### config.mk
export PLATFORM = sky130hd
export DESIGN_NAME = mire_writer_flat
export DESIGN_NICKNAME = d
export VERILOG_FILES = /design/src/rtl/mire_pkg.sv /design/src/rtl/mire_writer_if.sv /design/src/rtl/mire_pattern.sv /design/src/rtl/mire_writer.sv /design/src/flat_wrapper.sv
export SDC_FILE = /design/constraint.sdc
export NUM_CORES = 1
export LEC_CHECK = 0
export CORE_ASPECT_RATIO = 0.5
export CORE_MARGIN = 4
export CORE_UTILIZATION = 29
export DETAILED_ROUTE_END_ITERATION = 16
export PLACE_DENSITY_LB_ADDON = 0.08
export SYNTH_ARGS = -nofsm -noshare
export SYNTH_HDL_FRONTEND = slang
export SYNTH_HIERARCHICAL = 1
export SYNTH_SLANG_ARGS = --single-unit
### constraint.sdc
create_clock -name clk -period 5.7 [get_ports clk]
set_input_delay 1.71 -clock clk [delete_from_list [all_inputs] [get_ports clk]]
set_output_delay 1.71 -clock clk [all_outputs]
set_load 0.02 [all_outputs]
### src/rtl/mire_pkg.sv
// Shared types and constants for the colour-bar framebuffer writer.
package mire_pkg;

  typedef enum logic [1:0] {
    IDLE  = 2'd0,
    WRITE = 2'd1,
    PAUSE = 2'd2
  } state_t;

  localparam int BAR_SHIFT = 4;

  // Entry i is the colour of bar i: white, yellow, cyan, green, magenta, red, blue, black.
  localparam logic [7:0][23:0] COLOUR_TABLE = {
    24'h000000, 24'h0000FF, 24'hFF0000, 24'hFF00FF,
    24'h00FF00, 24'h00FFFF, 24'hFFFF00, 24'hFFFFFF
  };

  localparam logic [23:0] MARKER_RGB = 24'hFFFFFF;

endpackage

### src/rtl/mire_writer_if.sv
// Wishbone write-master bus between the pattern writer and the SDRAM-side slave.
interface mire_writer_if;
  logic        cyc;
  logic        stb;
  logic        we;
  logic [31:0] adr;
  logic [31:0] dat_ms;
  logic [3:0]  sel;
  logic [2:0]  cti;
  logic [1:0]  bte;
  logic        ack;

  modport master (
    output cyc, stb, we, adr, dat_ms, sel, cti, bte,
    input  ack
  );

  modport slave (
    input  cyc, stb, we, adr, dat_ms, sel, cti, bte,
    output ack
  );
endinterface

### src/rtl/mire_pattern.sv
// Combinational colour-bar generator: pixel (x, y) plus scroll offset s to 24-bit RGB.
module mire_pattern
  import mire_pkg::*;
#(
  parameter int VDISP = 480
) (
  input  logic [15:0] x,
  input  logic [15:0] y,
  input  logic [15:0] s,
  output logic [23:0] rgb
);

  logic [15:0] pos;
  logic [2:0]  bar;

  always_comb begin
    pos = x + s;
    bar = pos[BAR_SHIFT +: 3];
    rgb = COLOUR_TABLE[bar];
    // First and last rows mark the frame edges.
    if (y == 16'd0 || y == 16'(VDISP - 1)) begin
      rgb = MARKER_RGB;
    end
  end

endmodule

### src/rtl/mire_writer.sv
// Wishbone master filling the framebuffer with colour bars in bounded bursts.
// Define MIRE_ANIMATE_EN to scroll the bars by one pixel per frame.
module mire_writer
  import mire_pkg::*;
#(
  parameter int HDISP = 800,
  parameter int VDISP = 480,
  parameter int BURST = 64,
  parameter int GAP   = 16
) (
  input  logic          clk,
  input  logic          rst_n,
  input  logic          enable,
  output logic          frame_done,
  mire_writer_if.master bus
);

  state_t      state_reg;
  logic [15:0] x_reg, y_reg, bc_reg, gc_reg, fc_reg;
  logic [31:0] adr_reg, dat_reg;
  logic        cyc_reg, stb_reg, frame_done_reg;

  logic        last_x, last_y, frame_end;
  logic [15:0] x_next, y_next, fc_next, pat_s;
  logic [31:0] adr_next;
  logic [23:0] pat_rgb;

  // Position of the pixel that follows the one currently on the bus.
  always_comb begin
    last_x    = (x_reg == 16'(HDISP - 1));
    last_y    = (y_reg == 16'(VDISP - 1));
    frame_end = last_x && last_y;
    x_next    = last_x ? 16'd0 : x_reg + 16'd1;
    y_next    = last_x ? (last_y ? 16'd0 : y_reg + 16'd1) : y_reg;
    fc_next   = frame_end ? fc_reg + 16'd1 : fc_reg;
    adr_next  = frame_end ? 32'd0 : adr_reg + 32'd4;
  end

`ifdef MIRE_ANIMATE_EN
  assign pat_s = fc_next;
`else
  assign pat_s = 16'd0;
`endif

  mire_pattern #(
    .VDISP(VDISP)
  ) u_pattern (
    .x  (x_next),
    .y  (y_next),
    .s  (pat_s),
    .rgb(pat_rgb)
  );

  always_ff @(posedge clk or negedge rst_n) begin
    if (!rst_n) begin
      state_reg      <= IDLE;
      x_reg          <= '0;
      y_reg          <= '0;
      bc_reg         <= '0;
      gc_reg         <= '0;
      fc_reg         <= '0;
      adr_reg        <= '0;
      dat_reg        <= {8'h00, COLOUR_TABLE[0]};
      cyc_reg        <= 1'b0;
      stb_reg        <= 1'b0;
      frame_done_reg <= 1'b0;
    end else begin
      frame_done_reg <= 1'b0;
      case (state_reg)
        IDLE: begin
          if (enable) begin
            state_reg <= WRITE;
            cyc_reg   <= 1'b1;
            stb_reg   <= 1'b1;
          end
        end
        WRITE: begin
          if (bus.ack) begin
            x_reg          <= x_next;
            y_reg          <= y_next;
            fc_reg         <= fc_next;
            adr_reg        <= adr_next;
            dat_reg        <= {8'h00, pat_rgb};
            frame_done_reg <= frame_end;
            // A full burst always takes the gap, even if enable has dropped.
            if (bc_reg == 16'(BURST - 1)) begin
              bc_reg    <= '0;
              gc_reg    <= '0;
              state_reg <= PAUSE;
              cyc_reg   <= 1'b0;
              stb_reg   <= 1'b0;
            end else begin
              bc_reg <= bc_reg + 16'd1;
              if (!enable) begin
                state_reg <= IDLE;
                cyc_reg   <= 1'b0;
                stb_reg   <= 1'b0;
              end
            end
          end
        end
        PAUSE: begin
          if (gc_reg == 16'(GAP - 1)) begin
            gc_reg <= '0;
            if (enable) begin
              state_reg <= WRITE;
              cyc_reg   <= 1'b1;
              stb_reg   <= 1'b1;
            end else begin
              state_reg <= IDLE;
            end
          end else begin
            gc_reg <= gc_reg + 16'd1;
          end
        end
        default: begin
          state_reg <= IDLE;
          cyc_reg   <= 1'b0;
          stb_reg   <= 1'b0;
        end
      endcase
    end
  end

  assign bus.cyc    = cyc_reg;
  assign bus.stb    = stb_reg;
  assign bus.we     = 1'b1;
  assign bus.adr    = adr_reg;
  assign bus.dat_ms = dat_reg;
  assign bus.sel    = 4'hF;
  assign bus.cti    = 3'b000;
  assign bus.bte    = 2'b00;
  assign frame_done = frame_done_reg;

endmodule

### src/flat_wrapper.sv
// flat-port wrapper written by rule: the top's interface ports become plain ports
module mire_writer_flat import mire_pkg::*;
#(
  parameter int HDISP = 800,
  parameter int VDISP = 480,
  parameter int BURST = 64,
  parameter int GAP   = 16
)
  (clk, rst_n, enable, frame_done, bus_cyc, bus_stb, bus_we, bus_adr, bus_dat_ms, bus_sel, bus_cti, bus_bte, bus_ack);
  mire_writer_if bus_i ();
  input  logic clk;
  input  logic rst_n;
  input  logic enable;
  output logic frame_done;
  output wire logic [$bits(bus_i.cyc)-1:0] bus_cyc;
  output wire logic [$bits(bus_i.stb)-1:0] bus_stb;
  output wire logic [$bits(bus_i.we)-1:0] bus_we;
  output wire logic [$bits(bus_i.adr)-1:0] bus_adr;
  output wire logic [$bits(bus_i.dat_ms)-1:0] bus_dat_ms;
  output wire logic [$bits(bus_i.sel)-1:0] bus_sel;
  output wire logic [$bits(bus_i.cti)-1:0] bus_cti;
  output wire logic [$bits(bus_i.bte)-1:0] bus_bte;
  input wire logic [$bits(bus_i.ack)-1:0] bus_ack;
  assign bus_cyc = bus_i.cyc;
  assign bus_stb = bus_i.stb;
  assign bus_we = bus_i.we;
  assign bus_adr = bus_i.adr;
  assign bus_dat_ms = bus_i.dat_ms;
  assign bus_sel = bus_i.sel;
  assign bus_cti = bus_i.cti;
  assign bus_bte = bus_i.bte;
  assign bus_i.ack = bus_ack;
  mire_writer #(.HDISP(HDISP), .VDISP(VDISP), .BURST(BURST), .GAP(GAP)) u_core (.clk(clk), .rst_n(rst_n), .enable(enable), .frame_done(frame_done), .bus(bus_i));
endmodule
==> metrics.csv <==
metric,value,unit
switching_share,33.28,%
htree_levels,4,
status,"complete, no violations",
place_area,7448,um2
final_area,8035,um2
finalHoldViolations,0,
timing.hold.ws,0.4563,ns
grt_pass1_vias,5166,
place_congestion,0.7956,
avgSynthCellArea,8.869,um2
critPathMaxFanout,13,
finalSetupViolations,0,
antenna_found_initial,0,
cts_resized,0,
yosys_warnings,6,
num_antenna_cells,0,
timing.slew.headroom,35.53,%
r2r_start,u_core/y_reg[5],
clk_pin_slew,0.06,ns
period_share,64.04,%
grt-ovfl-total,0,
place_inst,1090,
hold_class,register to register,
area_delta_synth_final,19.06,%
synth_area,6749,um2
dr_wl_met2,7615,um
reg2reg_setup_slack,2.05,ns
routed_wl,16960,um
drcViolationCount,0,
met1_length,8644,um
syn_inst,761,
p_sw,1.034,mW
gr-usage-all-layers,13.62,%
drt_iter0_drc,350,
vias,5334,
grt_pass1_wl,28110,um
crit_start,u_core/y_reg[5],
num_io_pins,81,
worst_r2r_path_depth,12,
via_per_inst,4.754,
port_buffers,60,
numCtsBuffers,17,
fmax,273.9,MHz
layout-drive-gt1-share,9.939,%
worstSetupEndpointType,register,
root_buffer,clkbuf_16,
die_h,115.9,um
die_w,223.7,um
final_cell_mix,"146 x nand2_1, 99 x dfrtp_1, 63 x nor2_1",
dr.pass1.iters,5,
slowest_stage,nand4_1,
highest-signal-layer,met4,
core,22840,um2
wl_met3,480,um
r2r-end,u_core/bus.dat_ms[15],
pwr-share-seq,38.6,%
setup_tns,0,ns
n_fill_cell,2336,
power_density,386.6,nW/um2
largest_reg_flops,30,
clock-sinks,123,
final_antenna_net_count,0,
post-route-min-period,3.650,ns
p_leak,3.429,nW
clockBufferDepth,2,
cpPeakStageDelay,0.55,ns
cp_common_cell,nand2_1,
fin_skew,0.01155,ns
internal_power,2.073,mW
worst_ep_required_time,6.07,ns
drv_slew,0,
rsz0062_at_grt,no,
cp.arrival,4.02,ns
post_cts_buffers,0,
cts_tree,done,
hpwlAfterDp,11590,um
combPwrFrac,27.0,%
clkLatencyLatePin,0.43,ns
stdcell_count,1122,
p_clk_share,34.4,%
cts.hold.buffers_added,0,
power,3.106,mW
startpoint_type,register,
endpoint,u_core/bus.dat_ms[15],
worst_slew_pin_slew,0.9671,ns
final_common_cell,nand2_1,
ir_drop,0.2153,mV
die_area,25920,um2
wl_per_cell,15.11,um
grt_max_degree,73,
initial_utilization,29.55,%
nNetsFinal,816,
worstPathCellList,or4b_1 > nor3_1 > nand4_1 > nand2_1 > o21ai_0 > nor4_1 > nand2_1 > o21ai_0 > nand3_1 > nand2_1 > nand2_1 > nand2_1,
timing_worst_setup_path_type,register to register,
rows,39,
drv_cap,0,
-- per-stage QoR --
stage	setup WS, ns	util (%)
finish	2.050	35.19
global route	1.640	35.19
floorplan	2.552	-
CTS	1.987	35.19
global placement	1.698	32.62
detailed placement	1.698	32.62
-- power by group through the flow --
stage / Sequential, mW / Combinational [mW] / Clock, mW
global placement: 1.22 / 0.837 / 0
floorplan: 1.31 / 0.652 / 0
detailed placement: 1.22 / 0.841 / 0
global route: 1.23 / 0.936 / 1.15
CTS: 1.21 / 0.844 / 1.11
finish: 1.20 / 0.838 / 1.07
-- per-layer routing --
layer,vias to the layer above,GRT usage [%]
li1,2669,-
met1,2576,19.08
met2,71,20.68
met3,18,3.594
met4,0,4.391
met5,-,0
-- worst min-delay path by stage --
| stage | cells after the start | startpoint | to | slack [ns] |
|---|---|---|---|---|
| finish | 2 | u_core/bus.dat_ms[14] | u_core/bus.dat_ms[14] | 0.46 |
| global placement | 2 | u_core/bus.dat_ms[2] | u_core/bus.dat_ms[2] | 0.45 |
| floorplan | 1 | u_core/x_reg[15] | u_core/x_reg[15] | 0.44 |
| detailed placement | 2 | u_core/bus.dat_ms[3] | u_core/bus.dat_ms[3] | 0.45 |
| global route | 2 | u_core/bus.dat_ms[18] | u_core/bus.dat_ms[18] | 0.47 |
| CTS | 2 | u_core/bus.dat_ms[3] | u_core/bus.dat_ms[3] | 0.46 |
-- area by class of cell --
type | instances | area (um2) | share of cell area (%)
timing repair buffer | 70 | 673.1 | 8.377
clock inverter | 8 | 51.30 | 0.6384
clock buffer | 24 | 535.5 | 6.665
tap | 307 | 384.1 | 4.780
multi-input combinational | 585 | 3264 | 40.63
inverter | 5 | 18.77 | 0.2336
sequential | 123 | 3108 | 38.68
-- critical path, delay by kind of cell, from the launching register on --
family          cells  cell delay, ns
compound gates      2            0.27
flops               1            0.46
simple gates       10            2.85
Note: power is estimated with default switching activity, not from simulation.
